### src/rtl/sort_frame_collector.sv
// Groups the sorter's output stream into FRAME_LEN-sample frames held in a
// two-bank ping-pong store, replays each frame over valid/ready and reports stats.
module sort_frame_collector #(
    parameter int unsigned DATA_W    = 8,
    parameter int unsigned FRAME_LEN = 8,
    localparam int unsigned IDX_W    = $clog2(FRAME_LEN)
) (
    input  logic              clk,
    input  logic              rst,
    input  logic [DATA_W-1:0] in_data,
    input  logic              in_valid,
    output logic [DATA_W-1:0] out_data,
    output logic [IDX_W-1:0]  out_idx,
    output logic              out_last,
    output logic              out_valid,
    input  logic              out_ready,
    output logic              stats_valid,
    output logic [DATA_W-1:0] frame_min,
    output logic [DATA_W-1:0] frame_max,
    output logic [DATA_W-1:0] frame_median,
    output logic              order_err,
    output logic              overflow
);

    localparam logic [0:0] S_IDLE   = 1'b0;
    localparam logic [0:0] S_STREAM = 1'b1;

    localparam logic [IDX_W-1:0] LAST_IDX = IDX_W'(FRAME_LEN - 1);
    localparam logic [IDX_W-1:0] MED_IDX  = IDX_W'(FRAME_LEN / 2 - 1);

    logic [DATA_W-1:0] r_mem [2][FRAME_LEN];
    logic [1:0]        r_full;
    logic              r_wr_bank;
    logic              r_rd_bank;
    logic [IDX_W-1:0]  r_wr_idx;
    logic [IDX_W-1:0]  r_rd_idx;
    logic [0:0]        r_state;
    logic [DATA_W-1:0] r_prev;
    logic              r_ord_flag;
    logic              r_stats_valid;
    logic [DATA_W-1:0] r_min;
    logic [DATA_W-1:0] r_max;
    logic [DATA_W-1:0] r_med;
    logic              r_order_err;
    logic              r_overflow;

    logic w_wr_accept;
    logic w_wr_done;
    logic w_ord_bad;
    logic w_xfer;
    logic w_rd_done;
    logic w_cur_ready;
    logic w_next_ready;

    assign w_wr_accept = in_valid && !r_full[r_wr_bank];
    assign w_wr_done   = w_wr_accept && (r_wr_idx == LAST_IDX);
    assign w_ord_bad   = (r_wr_idx != '0) && (in_data < r_prev);
    assign w_xfer      = (r_state == S_STREAM) && out_ready;
    assign w_rd_done   = w_xfer && (r_rd_idx == LAST_IDX);

    // A frame completing this cycle counts as full so the reader starts one cycle after the last write.
    assign w_cur_ready  = r_full[r_rd_bank]  || (w_wr_done && (r_wr_bank == r_rd_bank));
    assign w_next_ready = r_full[~r_rd_bank] || (w_wr_done && (r_wr_bank != r_rd_bank));

    // NOTE: sample storage carries no reset; the full flags alone decide what is valid.
    always_ff @(posedge clk) begin
        if (w_wr_accept) begin
            r_mem[r_wr_bank][r_wr_idx] <= in_data;
        end
    end

    // NOTE: all state updates use non-blocking assignments so every read sees pre-edge values.
    always_ff @(posedge clk) begin
        if (rst) begin
            r_full        <= '0;
            r_wr_bank     <= 1'b0;
            r_rd_bank     <= 1'b0;
            r_wr_idx      <= '0;
            r_rd_idx      <= '0;
            r_state       <= S_IDLE;
            r_prev        <= '0;
            r_ord_flag    <= 1'b0;
            r_stats_valid <= 1'b0;
            r_min         <= '0;
            r_max         <= '0;
            r_med         <= '0;
            r_order_err   <= 1'b0;
            r_overflow    <= 1'b0;
        end else begin
            if (w_wr_accept) begin
                r_wr_idx   <= w_wr_done ? '0 : r_wr_idx + 1'b1;
                r_prev     <= in_data;
                r_ord_flag <= (r_wr_idx == '0) ? 1'b0 : (r_ord_flag | w_ord_bad);
                if (w_wr_done) begin
                    r_full[r_wr_bank] <= 1'b1;
                    r_wr_bank         <= ~r_wr_bank;
                end
            end

            if (in_valid && r_full[r_wr_bank]) begin
                r_overflow <= 1'b1;
            end

            // Index 0 and the median slot are already stored; the maximum is the incoming sample.
            r_stats_valid <= w_wr_done;
            if (w_wr_done) begin
                r_min       <= r_mem[r_wr_bank][0];
                r_max       <= in_data;
                r_med       <= r_mem[r_wr_bank][MED_IDX];
                r_order_err <= r_ord_flag | w_ord_bad;
            end

            case (r_state)
                S_IDLE: begin
                    if (w_cur_ready) begin
                        r_state  <= S_STREAM;
                        r_rd_idx <= '0;
                    end
                end
                default: begin
                    if (w_rd_done) begin
                        r_full[r_rd_bank] <= 1'b0;
                        r_rd_bank         <= ~r_rd_bank;
                        r_rd_idx          <= '0;
                        if (!w_next_ready) begin
                            r_state <= S_IDLE;
                        end
                    end else if (w_xfer) begin
                        r_rd_idx <= r_rd_idx + 1'b1;
                    end
                end
            endcase
        end
    end

    assign out_valid    = (r_state == S_STREAM);
    assign out_data     = out_valid ? r_mem[r_rd_bank][r_rd_idx] : '0;
    assign out_idx      = r_rd_idx;
    assign out_last     = out_valid && (r_rd_idx == LAST_IDX);
    assign stats_valid  = r_stats_valid;
    assign frame_min    = r_min;
    assign frame_max    = r_max;
    assign frame_median = r_med;
    assign order_err    = r_order_err;
    assign overflow     = r_overflow;

endmodule

### config.mk
export PLATFORM = sky130hd
export DESIGN_NAME = sort_frame_collector
export DESIGN_NICKNAME = d
export VERILOG_FILES = /design/src/rtl/sort_frame_collector.sv
export SDC_FILE = /design/constraint.sdc
export NUM_CORES = 1
export LEC_CHECK = 0
export ABC_AREA = 1
export BUFFER_PORTS_ARGS = -buffer_cell sky130_fd_sc_hd__buf_2
export CAP_MARGIN = 15
export CORE_MARGIN = 2
export CORE_UTILIZATION = 50
export CTS_BUF_LIST = sky130_fd_sc_hd__clkbuf_4 sky130_fd_sc_hd__clkbuf_8 sky130_fd_sc_hd__clkbuf_16
export CTS_CLUSTER_SIZE = 25
export DETAILED_ROUTE_END_ITERATION = 8
export MAX_ROUTING_LAYER = met4
export PLACE_DENSITY_LB_ADDON = 0.12
export SETUP_SLACK_MARGIN = 0.1
export SLEW_MARGIN = 10
export SYNTH_ARGS = -nofsm -noshare
export SYNTH_HDL_FRONTEND = slang
export SYNTH_SLANG_ARGS = --single-unit
export TNS_END_PERCENT = 100
### constraint.sdc
create_clock -name clk -period 2 [get_ports clk]
set_input_delay 0.4 -clock clk [delete_from_list [all_inputs] [get_ports clk]]
set_output_delay 0.4 -clock clk [all_outputs]
set_load 0.02 [all_outputs]
Word-level counts from Yosys, hierarchy flattened
Memories as Yosys holds them, arrays and structs flattened. A register that Yosys moved wholly into a read port is not among the register bits. Cells that the tools add are included.

Bits in registers: 31. Memory bits (writable): 128. Bits of input ports: 12. Output and inout bits: 40. Word-level logic and storage cells: 93. Memories: 1.

Add/sub/neg operators: 2. Magnitude comparators: 9. Equality and inequality tests: 5. Muxes and demuxes: 35. Bitwise gates (word level): 8. Reductions and logical operators: 21.

Memory list: r_mem (words 2, bits a word 64, rd ports 2, clocked after Yosys merged registers in 2, write ports 1, RTL line 31) `logic [DATA_W-1:0] r_mem [2][FRAME_LEN];`.

Operators with widths (number): $mux 64 (1); $mux 8 (4); $bmux 8 s3 (1); $demux 8 s3 (1); $mux 1 (16); $mux 3 (5); $logic_and 1x1->1 (12); $mux 2 (5); $ge 4x4->1 const B (2); $lt 8x8->1 (1); $not 3->4 (2); $add 3x1->3 const B (2); $eq 3x3->1 const B (2); $lt 1x2->1 const B (3); $reduce_and 2->1 (3); $lt 4x1->1 const B (1); $logic_not 3->1 (1); $ne 3x1->1 const B (1); $reduce_bool 3->1 (1); $and 2x2->2 (1); $demux 1 s1 (2); $ge 1x1->1 const B (2); $logic_or 1x1->1 (2); $not 1->1 (2); other kinds (7) (7).

Longest topological paths before layout
Gate-level depths: netlist of the first run.

Depth after elaboration: 11. Depth in mapped cells: 11. Gate-level depth less buffers: 11.

Worst setup path before layout of the first run
OpenSTA, ideal clock, no wires.

Kind: register to output. Start point: reg r_rd_idx[0] (netlist: out_idx[0]). End point: out out_data[4]. Arrival time: 1.585 ns. Data required time: 1.600 ns. Slack: 0.015 ns. Cell stages (with the launch flop): 9. Path through: dfxtp_1 > buf_2 > inv_1 > buf_2 > nor2_1 > o21ai_0 > o211ai_1 > nand3_1 > a21oi_1.

Longest elaborated chain between the ends: 5.

Ends and longest elaborated chain: from (decl) (RTL line 36) `logic [IDX_W-1:0] r_rd_idx;`; from (signal assigned) (RTL line 129) `r_rd_idx <= r_rd_idx + 1'b1;`; $not 3->4 (implied by the code) (RTL line 137) `assign out_data = out_valid ? r_mem[r_rd_bank][r_rd_idx] : '0;`; $bmux 8 s3 (RTL line 137); $mux 8 (implied by the code) (2 in a row) (RTL line 137); $mux 8 (RTL line 137); to (decl) (RTL line 12) `output logic [DATA_W-1:0] out_data,`.

No other way between the ends. The select of a mux whose other input is x is not followed.

==> results of run 1 <==
[placed cells by master (no fill, tap or decap), types with 12 or more instances in the layout]
cell type | netlist | routed
nand2_1 | 84 | 84
clkbuf_16 | 0 | 19
o211ai_1 | 29 | 29
nand3_1 | 23 | 20
a31oi_1 | 13 | 13
buf_2 | 14 | 42
inv_1 | 38 | 37
edfxtp_1 | 128 | 128
nor2_1 | 116 | 114
o21ai_1 | 15 | 32
buf_4 | 6 | 38
nor3_1 | 12 | 12
o21ai_0 | 63 | 42
a21oi_1 | 41 | 33
dfxtp_1 | 48 | 46
[worst max-delay path, stage by stage, from the launching register on]
cell and delay (ns):
dfxtp_4 0.46, buf_12 0.16, clkbuf_16 0.15, o21ai_0 0.09
o211ai_1 0.21, nand3_1 0.13, a21oi_2 0.15, buf_4 0.16
[routing by layer]
metal / vias up / track usage, % / wire length, um
li1: 2563 / - / -
met1: 2730 / 34.8 / 8420
met2: 213 / 39.0 / 9130
met3: 20 / 5.18 / 1360
met4: 0 / 6.73 / 210
met5: - / - / 0
[kinds of logic (layout without fill, tap and decap cells)]
group                    after synthesis  in the layout  synth area share [%]
AND/OR/NAND/NOR                      244            244                  13.9
XOR/XNOR                               1              1                 0.120
adder cells (fa/ha/maj)               12             12                  2.05
AO/OA/AOI/OAI                        171            171                  13.4
flip-flops                           176            176                  65.7
buffers and inverters                 81            174                  4.81
[what timing repair did]
item	CTS	global route
gates cloned	4	2
endpoints found under the setup margin	9	24
pin swaps	5	12
resized for setup	37	21
hold buffers	0	0
setup buffers	3	1
hold endpoints to repair	0	0
[worst paths after layout]
kind                       startpoint                            to  slack [ns]  cells past startpoint
max                              flop                   out_data[1]       -0.33                      7
min                               rst          out_valid$_SDFF_PP0_        0.26                      2
min reg2reg    r_prev[2]$_SDFFE_PP0N_        r_prev[2]$_SDFFE_PP0N_        0.46                      2
max reg2reg  r_wr_idx[1]$_SDFFE_PP0N_  frame_median[0]$_SDFFE_PP0P_        0.28                      9
[where the power goes]
group / total, W / internal [W] / switching [W]
Clock: 0.00323 / 0.00184 / 0.00140
Combinational: 0.000362 / 0.000109 / 0.000252
Sequential: 0.00399 / 0.00397 / 0.0000252
[sequential cells by signal (all words and copies together), names as in the netlist, 2 cells and up, named ones only]
name / cells
frame_max: 8
r_wr_idx: 3
r_full: 2
r_prev: 8
r_mem: 128
frame_median: 8
frame_min: 8
out_idx: 3
[cell type report]
| type | count | area (um^2) |
|---|---|---|
| clock buffers | 21 | 474 |
| clock inverters | 11 | 104 |
| fillers | 1168 | 5520 |
| inverters | 43 | 169 |
| multi-input cells | 428 | 2250 |
| flip-flops and latches | 176 | 4810 |
| well taps | 184 | 230 |
| repair buffers | 99 | 872 |
[metrics by stage]
stage / instances / TNS [ns]
6_report: 962 / -2.40
5_1_grt: 962 / -3.16
4_1_cts: 959 / -2.21
3_5_place_dp: 920 / 0
3_3_place_gp: 920 / 0
2_1_floorplan: 685 / 0
==> summary.txt, run 1 <==
Timing
  – Worst slew margin: 59.2%
  – Setup Skew: 0.00845 ns
  – Fin. max-slew vios: 0
  – Count of final setup violators: 8
  – Final WS setup: -0.333 ns
  – Max frequency: 429 MHz
  – Final Hold Vio Count: 0
  – Hold Slack: 0.259 ns
  – Fin crit share: 117%
  – Slew @ Worst Pin: 0.612 ns
  – Unrepaired setup endpoints after global routing: yes
  – Min Tclk post-route: 2.33 ns

Placement
  – RD Place Congestion: 0.891
  – Placement Setup Slack: 0.110 ns
  – Hpwl dp: 12000 um
  – Placed inst area: 7990 um^2
  – I/O Buffers: 51

Critical path
  – WP data arrival: 1.93 ns
  – Worst setup EP type: primary output
  – Max Fanout on Critical Path: 5
  – CP Launch Type: flop
  – Kind of critical path: flop to primary output
  – Req. time, crit path: 1.60 ns

Detailed routing
  – Initial DRC Count: 563
  – Wire per inst: 19.9 um
  – Post-route DRC: 0
  – Post-route ant nets: 0
  – Vias: 5526
  – First-pass DRT Iterations: 5
  – Vias per inst: 5.74
  – Total wire length: 19100 um

Worst hold path
  – Worst min path class: input pin to flop

Global routing
  – Grt total ovfl: 0
  – All-Layer GR Usage: 25.3%
  – Largest net degree at the start of global routing: 51
  – Initial antenna violation count: 0
  – First-pass GRT wire length: 29000 um
  – Vias in the first global route: 5090

Die
  – Initial Utilization: 50.7%
  – Core box area: 14400 um^2
  – Io pins: 52
  – Die width: 125 um
  – Row count: 44
  – Die height: 125 um
  – DIE AREA: 15600 um^2

Synth
  – Netlist cell types: 30
  – Top_reg_cell synth: edfxtp_1
  – Cell taking the most area after synthesis: edfxtp_1
  – Yosys top cell area share: 52.6%
  – Yosys warns: 0
  – Top-count cell post-synth: edfxtp_1
  – Synth Register Bits: 176
  – Async set-reset flop share out of synthesis: 0%
  – Avg Inst Size Synth: 10.7 um^2
  – Number of flops mapped to enable cells by yosys: 128
  – Cells after Synth: 685
  – Syn_nets: 709
  – Mapped Area: 7310 um^2
  – Largest cells by area after synthesis: edfxtp_1, dfxtp_1, nor2_1, o21ai_0, nand2_1
  – Part of the Yosys area used for sequential elements: 65.7%
  – Synth top cells by count: edfxtp_1, nor2_1, nand2_1

Outcome
  – Failing checks: negative setup slack
  – Status: finished, violations left

Power
  – Lkg Pwr: 3.31 nW
  – VDD IR-drop max: 0.000562 V
  – Pwr Total: 0.00759 W
  – PwrDens: 852 nW/um^2

Final layout
  – Antenna cells: 0
  – Layout cell share with drive strength beyond 1: 21.2%
  – Layout Nets: 789
  – P&R area growth vs syn: 21.8%
  – Final Util: 61.8%
  – Final instance area: 8910 um^2

Clock tree
  – Worst-skew pair later-pin latency: 0.43 ns
  – # clock sinks: 176
  – Clock transition at path regs: 0.07 ns
  – Number of buffers created by CTS: 17
  – H-tree depth: 4
  – CTS tree: done
  – Clock Tree Root: clkbuf_16
  – Clk buf depth: 2

Flow run
  – # Max-Cap Violations: 0
No activity file was read; power rests on OpenSTA's default activity.
==> run 2, diff against run 1 <==
--- a/config.mk
+++ b/config.mk
@@ -16,6 +16,8 @@
 export MAX_ROUTING_LAYER = met4
 export PLACE_DENSITY_LB_ADDON = 0.12
 export SETUP_SLACK_MARGIN = 0.1
+export SKIP_CTS_REPAIR_TIMING = 1
+export SKIP_LAST_GASP = 1
 export SLEW_MARGIN = 10
 export SYNTH_ARGS = -nofsm -noshare
 export SYNTH_HDL_FRONTEND = slang
==> summary.txt, run 2 (synthesis results as in run 1) <==
Outcome
  – Status: finished, violations left
  – Failing checks: negative setup slack

Clock tree
  – Number of buffers created by CTS: 17 (unchanged)
  – Worst-skew pair later-pin latency: 0.43 ns (about the same)
  – H-tree depth: 4 (unchanged)
  – Clk buf depth: 2 (unchanged)
  – Clock Tree Root: clkbuf_16
  – Clock transition at path regs: 0.07 ns (about the same)
  – # clock sinks: 176 (unchanged)
  – CTS tree: done

Placement
  – Placement Setup Slack: 0.110 ns (unchanged)
  – I/O Buffers: 51 (unchanged)
  – Hpwl dp: 12000 um (unchanged)
  – RD Place Congestion: 0.891 (unchanged)

Timing
  – Post-route setup TNS: -2.20 ns (+0.203 ns)
  – Final WS setup: -0.305 ns (+0.0284 ns)
  – Worst slew margin: 57.7% (-1.5 points)
  – Fin crit share: 115% (-1.4 points)
  – Min Tclk post-route: 2.30 ns (-0.0284 ns)
  – Count of final setup violators: 8 (unchanged)
  – Slew @ Worst Pin: 0.634 ns (+0.0220 ns)
  – Hold Slack: 0.254 ns (-0.00532 ns)
  – Fin. max-slew vios: 0 (unchanged)
  – Setup Skew: 0.00911 ns (+0.000667 ns)
  – Final Hold Vio Count: 0 (unchanged)
  – Max frequency: 434 MHz (+1.2%)
  – Unrepaired setup endpoints after global routing: yes

Detailed routing
  – Total wire length: 19400 um (+1.3%)
  – First-pass DRT Iterations: 5 (unchanged)
  – Vias: 5545 (+0.34%)
  – Wire per inst: 20.1 um (+1.1%)
  – Initial DRC Count: 571 (+1.4%)
  – Post-route DRC: 0 (unchanged)
  – Vias per inst: 5.76 (+0.24%)
  – Post-route ant nets: 0 (unchanged)

Die
  – Die width: 125 um (unchanged)
  – Row count: 44 (unchanged)
  – Io pins: 52 (unchanged)
  – Core box area: 14400 um^2 (unchanged)
  – Die height: 125 um (unchanged)
  – DIE AREA: 15600 um^2 (unchanged)
  – Initial Utilization: 50.7% (unchanged)

Global routing
  – Largest net degree at the start of global routing: 51 (unchanged)
  – Initial antenna violation count: 0 (unchanged)
  – Grt total ovfl: 0 (unchanged)
  – Vias in the first global route: 5004 (-1.7%)
  – First-pass GRT wire length: 28200 um (-2.7%)
  – All-Layer GR Usage: 24.5% (-0.80 points)

Final layout
  – Antenna cells: 0 (unchanged)
  – P&R area growth vs syn: 20.5%
  – Final Util: 61.1% (-0.68 points)
  – Most common cell after layout, fill and taps aside: edfxtp_1
  – Max FFs per register: 128 (unchanged)
  – Commonest cells after routing, fill and taps aside: edfxtp_1, nor2_1, nand2_1
  – Layout cell share with drive strength beyond 1: 20.4% (-0.80 points)
  – Layout Nets: 790 (+0.13%)
  – Most flop-heavy register: r_mem

Critical path
  – Reg2reg start: out_idx[0]$_SDFFE_PP0P_
  – CP Launch Type: flop
  – Max Fanout on Critical Path: 12 (+7)
  – Req. time, crit path: 1.60 ns (about the same)
  – Kind of critical path: flop to primary output
  – Worst setup EP type: primary output
  – WP data arrival: 1.90 ns (-0.03 ns)

Power
  – Clock power share: 42.6% (about the same)
  – Pint: 0.00591 W (about the same)
  – Combinational share of power: 4.8% (about the same)
  – Part of the power in registers: 52.6% (about the same)
  – P_sw: 0.00168 W (+0.35%)
  – Net Sw Frac: 22.1% (+0.063 points)
  – Pwr Total: 0.00759 W (about the same)
  – Lkg Pwr: 3.30 nW (-0.26%)
  – PwrDens: 862 nW/um^2 (+1.2%)
  – VDD IR-drop max: 0.000573 V (+2.0%)

Worst hold path
  – Worst hold start: rst
  – Worst min path class: input pin to flop

Flow run
  – # Max-Cap Violations: 0 (unchanged)
-- run 2: changes by cell type in the layout (fill, tap and decap cells not counted), sizes merged --
cell    previous run  this run
buf               97        95
clkbuf            23        26
-- run 2: metal layers --
layer / track usage, % / vias up / share of wire (%) / wire length, um
met4: 6.67 / 0 / 1.1 / 208
li1: - / 2571 / - / -
met1: 33.5 / 2760 / 45 / 8670
met3: 5.52 / 18 / 6.1 / 1180
met5: - / - / 0 / 0
met2: 37.5 / 196 / 48 / 9300
-- run 2: critical path: stages (launching register included) --
cell	delay, ns
dfxtp_4	0.43
inv_4	0.10
buf_12	0.16
o21ai_0	0.22
o211ai_1	0.16
nand3_1	0.15
a21oi_2	0.07
buf_2	0.18
-- run 2: layout make-up --
cell class / instances / area (um^2)
multi-input cells: 428 / 2200
well taps: 184 / 230
clock inverters: 11 / 104
inverters: 43 / 164
clock buffers: 21 / 474
repair buffers: 100 / 822
fillers: 1184 / 5610
flip-flops and latches: 176 / 4810
-- run 2: path summary, 6_finish.rpt --
kind                                 end  slack, ns  cells after the start
setup / recovery             out_data[3]      -0.30                      7
hold / removal      out_valid$_SDFF_PP0_       0.25                      2
setup reg to reg    out_valid$_SDFF_PP0_       0.22                     11
hold reg to reg   r_prev[2]$_SDFFE_PP0N_       0.46                      2
-- run 2: through the flow --
step / cell area [um^2] / instances
floorplan: 7340 / 685
global placement: 7990 / 920
detailed placement: 7990 / 920
CTS: 8570 / 952
global route: 8810 / 963
finish: 8810 / 963
-- run 2: power groups by stage --
stage / Combinational [W] / Clock, W / Sequential [W]
after floorplan: 0.000186 / 0 / 0.00407
after global placement: 0.000346 / 0 / 0.00407
after detailed placement: 0.000354 / 0 / 0.00407
after CTS: 0.000356 / 0.00328 / 0.00399
after global routing: 0.000402 / 0.00343 / 0.00399
final: 0.000362 / 0.00324 / 0.00399
==> run 3, diff against run 2 <==
--- a/config.mk
+++ b/config.mk
@@ -14,7 +14,7 @@
 export CTS_CLUSTER_SIZE = 25
 export DETAILED_ROUTE_END_ITERATION = 8
 export MAX_ROUTING_LAYER = met4
-export PLACE_DENSITY_LB_ADDON = 0.12
+export PLACE_DENSITY = 0.69
 export SETUP_SLACK_MARGIN = 0.1
 export SKIP_CTS_REPAIR_TIMING = 1
 export SKIP_LAST_GASP = 1
==> summary.txt, run 3 (synthesis results as in run 1) <==
Die
  – Row count: 44 (unchanged)
  – Die width: 125 um (unchanged)
  – Initial Utilization: 50.7% (unchanged)
  – DIE AREA: 15600 um^2 (unchanged)
  – Die height: 125 um (unchanged)
  – Io pins: 52 (unchanged)
  – Core box area: 14400 um^2 (unchanged)

Detailed routing
  – Initial DRC Count: 604 (+5.8%)
  – Vias: 5589 (+0.79%)
  – Vias per inst: 5.79 (+0.58%)
  – Wire per inst: 19.6 um (-2.4%)
  – Total wire length: 18900 um (-2.1%)
  – Post-route ant nets: 0 (unchanged)
  – First-pass DRT Iterations: 5 (unchanged)
  – Post-route DRC: 0 (unchanged)

Outcome
  – Status: finished, violations left
  – Failing checks: negative setup slack

Final layout
  – Layout cell share with drive strength beyond 1: 20.1% (-0.28 points)
  – Commonest cells after routing, fill and taps aside: edfxtp_1, nor2_1, nand2_1
  – Most flop-heavy register: r_mem
  – Fillers: 1147 (-3.1%)
  – P&R area growth vs syn: 21.3%
  – Max FFs per register: 128 (unchanged)
  – Layout Nets: 791 (+0.13%)
  – Most common cell after layout, fill and taps aside: edfxtp_1

Clock tree
  – Clock transition at path regs: 0.06 ns (about the same)
  – Clock Tree Root: clkbuf_16
  – Clk buf depth: 2 (unchanged)
  – Worst-skew pair later-pin latency: 0.43 ns (about the same)
  – H-tree depth: 4 (unchanged)
  – CTS tree: done
  – Number of buffers created by CTS: 17 (unchanged)
  – # clock sinks: 176 (unchanged)

Power
  – VDD IR-drop max: 0.000593 V (+3.4%)
  – Combinational share of power: 4.6% (-0.2 points)
  – P_sw: 0.00160 W (-4.8%)
  – Part of the power in registers: 50.6% (-2.0 points)
  – PwrDens: 889 nW/um^2 (+3.1%)
  – Clock power share: 44.7% (+2.1 points)
  – Pint: 0.00628 W (+6.3%)
  – Net Sw Frac: 20.3% (-1.8 points)
  – Lkg Pwr: 3.31 nW (+0.37%)

Critical path
  – R2r worst-path depth: 8 (-3)
  – Worst setup EP type: primary output
  – Largest stage delay, worst path: 0.39 ns (-0.04 ns)
  – Kind of critical path: flop to primary output
  – R2R Setup Slk: 0.18 ns (-0.04 ns)
  – CP Launch Type: flop
  – WP data arrival: 1.97 ns (+0.07 ns)
  – Critical Path Most Common Cell: buf_4
  – Crit-path cells: inv_4 -> buf_4 -> nor2_1 -> o211ai_1 -> nand3_1 -> a21oi_2 -> buf_4
  – Req. time, crit path: 1.60 ns (about the same)
  – Crit path to: out_data[3]
  – Slowest cell on crit path: dfxtp_4
  – Reg2reg start: out_idx[0]$_SDFFE_PP0P_
  – Max Fanout on Critical Path: 9 (-3)

Timing
  – Post-route setup TNS: -2.70 ns (-0.496 ns)
  – Worst slew margin: 59.7% (+2.0 points)
  – Slew @ Worst Pin: 0.604 ns (-0.0293 ns)
  – Max frequency: 421 MHz (-2.9%)
  – Unrepaired setup endpoints after global routing: yes
  – Fin. max-slew vios: 0 (unchanged)
  – Setup Skew: 0.00539 ns (-0.00372 ns)
  – Count of final setup violators: 9 (+1)
  – Final Hold Vio Count: 0 (unchanged)
  – Fin crit share: 119% (+3.4 points)
  – Final WS setup: -0.373 ns (-0.0686 ns)
  – Min Tclk post-route: 2.37 ns (+0.0686 ns)
  – Hold Slack: 0.271 ns (+0.0172 ns)

Placement
  – Hpwl dp: 12300 um (+2.4%)
  – RD Place Congestion: 0.909 (+2.1%)
  – I/O Buffers: 51 (unchanged)

Global routing
  – Grt total ovfl: 0 (unchanged)
  – Vias in the first global route: 5402 (+8.0%)
  – First-pass GRT wire length: 28400 um (+0.83%)
  – GR Util met3: 4.66% (-0.86 points)
  – Met1 Usage GRT: 29.8% (-3.8 points)
  – Initial antenna violation count: 1 (+1)
  – Top Usage Layer GRT: met2
  – All-Layer GR Usage: 24.4% (-0.11 points)
  – Largest net degree at the start of global routing: 33 (-35%)
  – Routing usage on met2: 39.7% (+2.2 points)

Flow run
  – # Max-Cap Violations: 0 (unchanged)

Worst hold path
  – Worst min path class: input pin to flop
run 3: worst min path at each step:
stage	start	end	slack, ns	depth (start not counted)
5_1_grt	out_ready	out_idx[1]$_SDFFE_PP0P_	0.28	3
2_1_floorplan	r_prev[0]$_SDFFE_PP0N_	r_prev[0]$_SDFFE_PP0N_	0.43	2
3_5_place_dp	frame_max[7]$_SDFFE_PP0P_	frame_max[7]$_SDFFE_PP0P_	0.45	2
6_report	out_ready	out_idx[1]$_SDFFE_PP0P_	0.27	3
3_3_place_gp	order_err$_SDFFE_PP0P_	order_err$_SDFFE_PP0P_	0.43	2
4_1_cts	out_ready	out_idx[1]$_SDFFE_PP0P_	0.27	3
run 3: final cells by class:
cell class	count	area [um^2]	area share [%]
Sequential cell	176	4810	54.2
Multi-Input combinational cell	428	2220	25.0
Antenna cell	1	2.50	0.0282
Clock buffer	18	433	4.88
Tap cell	184	230	2.60
Inverter	43	164	1.85
Timing Repair Buffer	101	818	9.22
Clock inverter	14	195	2.20
run 3: power by group through the flow:
stage	combinational, W	clock [W]	sequential, W
floorplan	0.000186	0	0.00407
global placement	0.000345	0	0.00407
detailed placement	0.000356	0	0.00407
CTS	0.000359	0.00355	0.00399
global route	0.000400	0.00369	0.00399
finish	0.000365	0.00353	0.00399
run 3: per-stage QoR:
step / total power (W) / cells / setup WS [ns] / instance area, um^2 / utilization (%)
5_1_grt: 0.00809 / 965 / -0.424 / 8870 / 61.5
3_3_place_gp: 0.00441 / 924 / 0.104 / 8040 / 55.8
2_1_floorplan: 0.00426 / 685 / 0.111 / 7340 / -
4_1_cts: 0.00790 / 956 / -0.397 / 8670 / 60.1
6_report: 0.00788 / 965 / -0.373 / 8870 / 61.5
3_5_place_dp: 0.00443 / 924 / -0.0130 / 8040 / 55.8
run 3: metal layers:
layer | routed length (um) | vias up
li1 | - | 2564
met1 | 7280 | 2683
met2 | 9510 | 288
met3 | 1460 | 54
met4 | 690 | 0
met5 | 0 | -
run 3: worst max-delay path, delay by kind of cell (launching register included):
kind | cells | cell delay (ns)
and+or+nand+nor | 2 | 0.24
DFF | 1 | 0.39
buffers and inverters | 3 | 0.47
AOI/OAI and AO/OA | 2 | 0.44
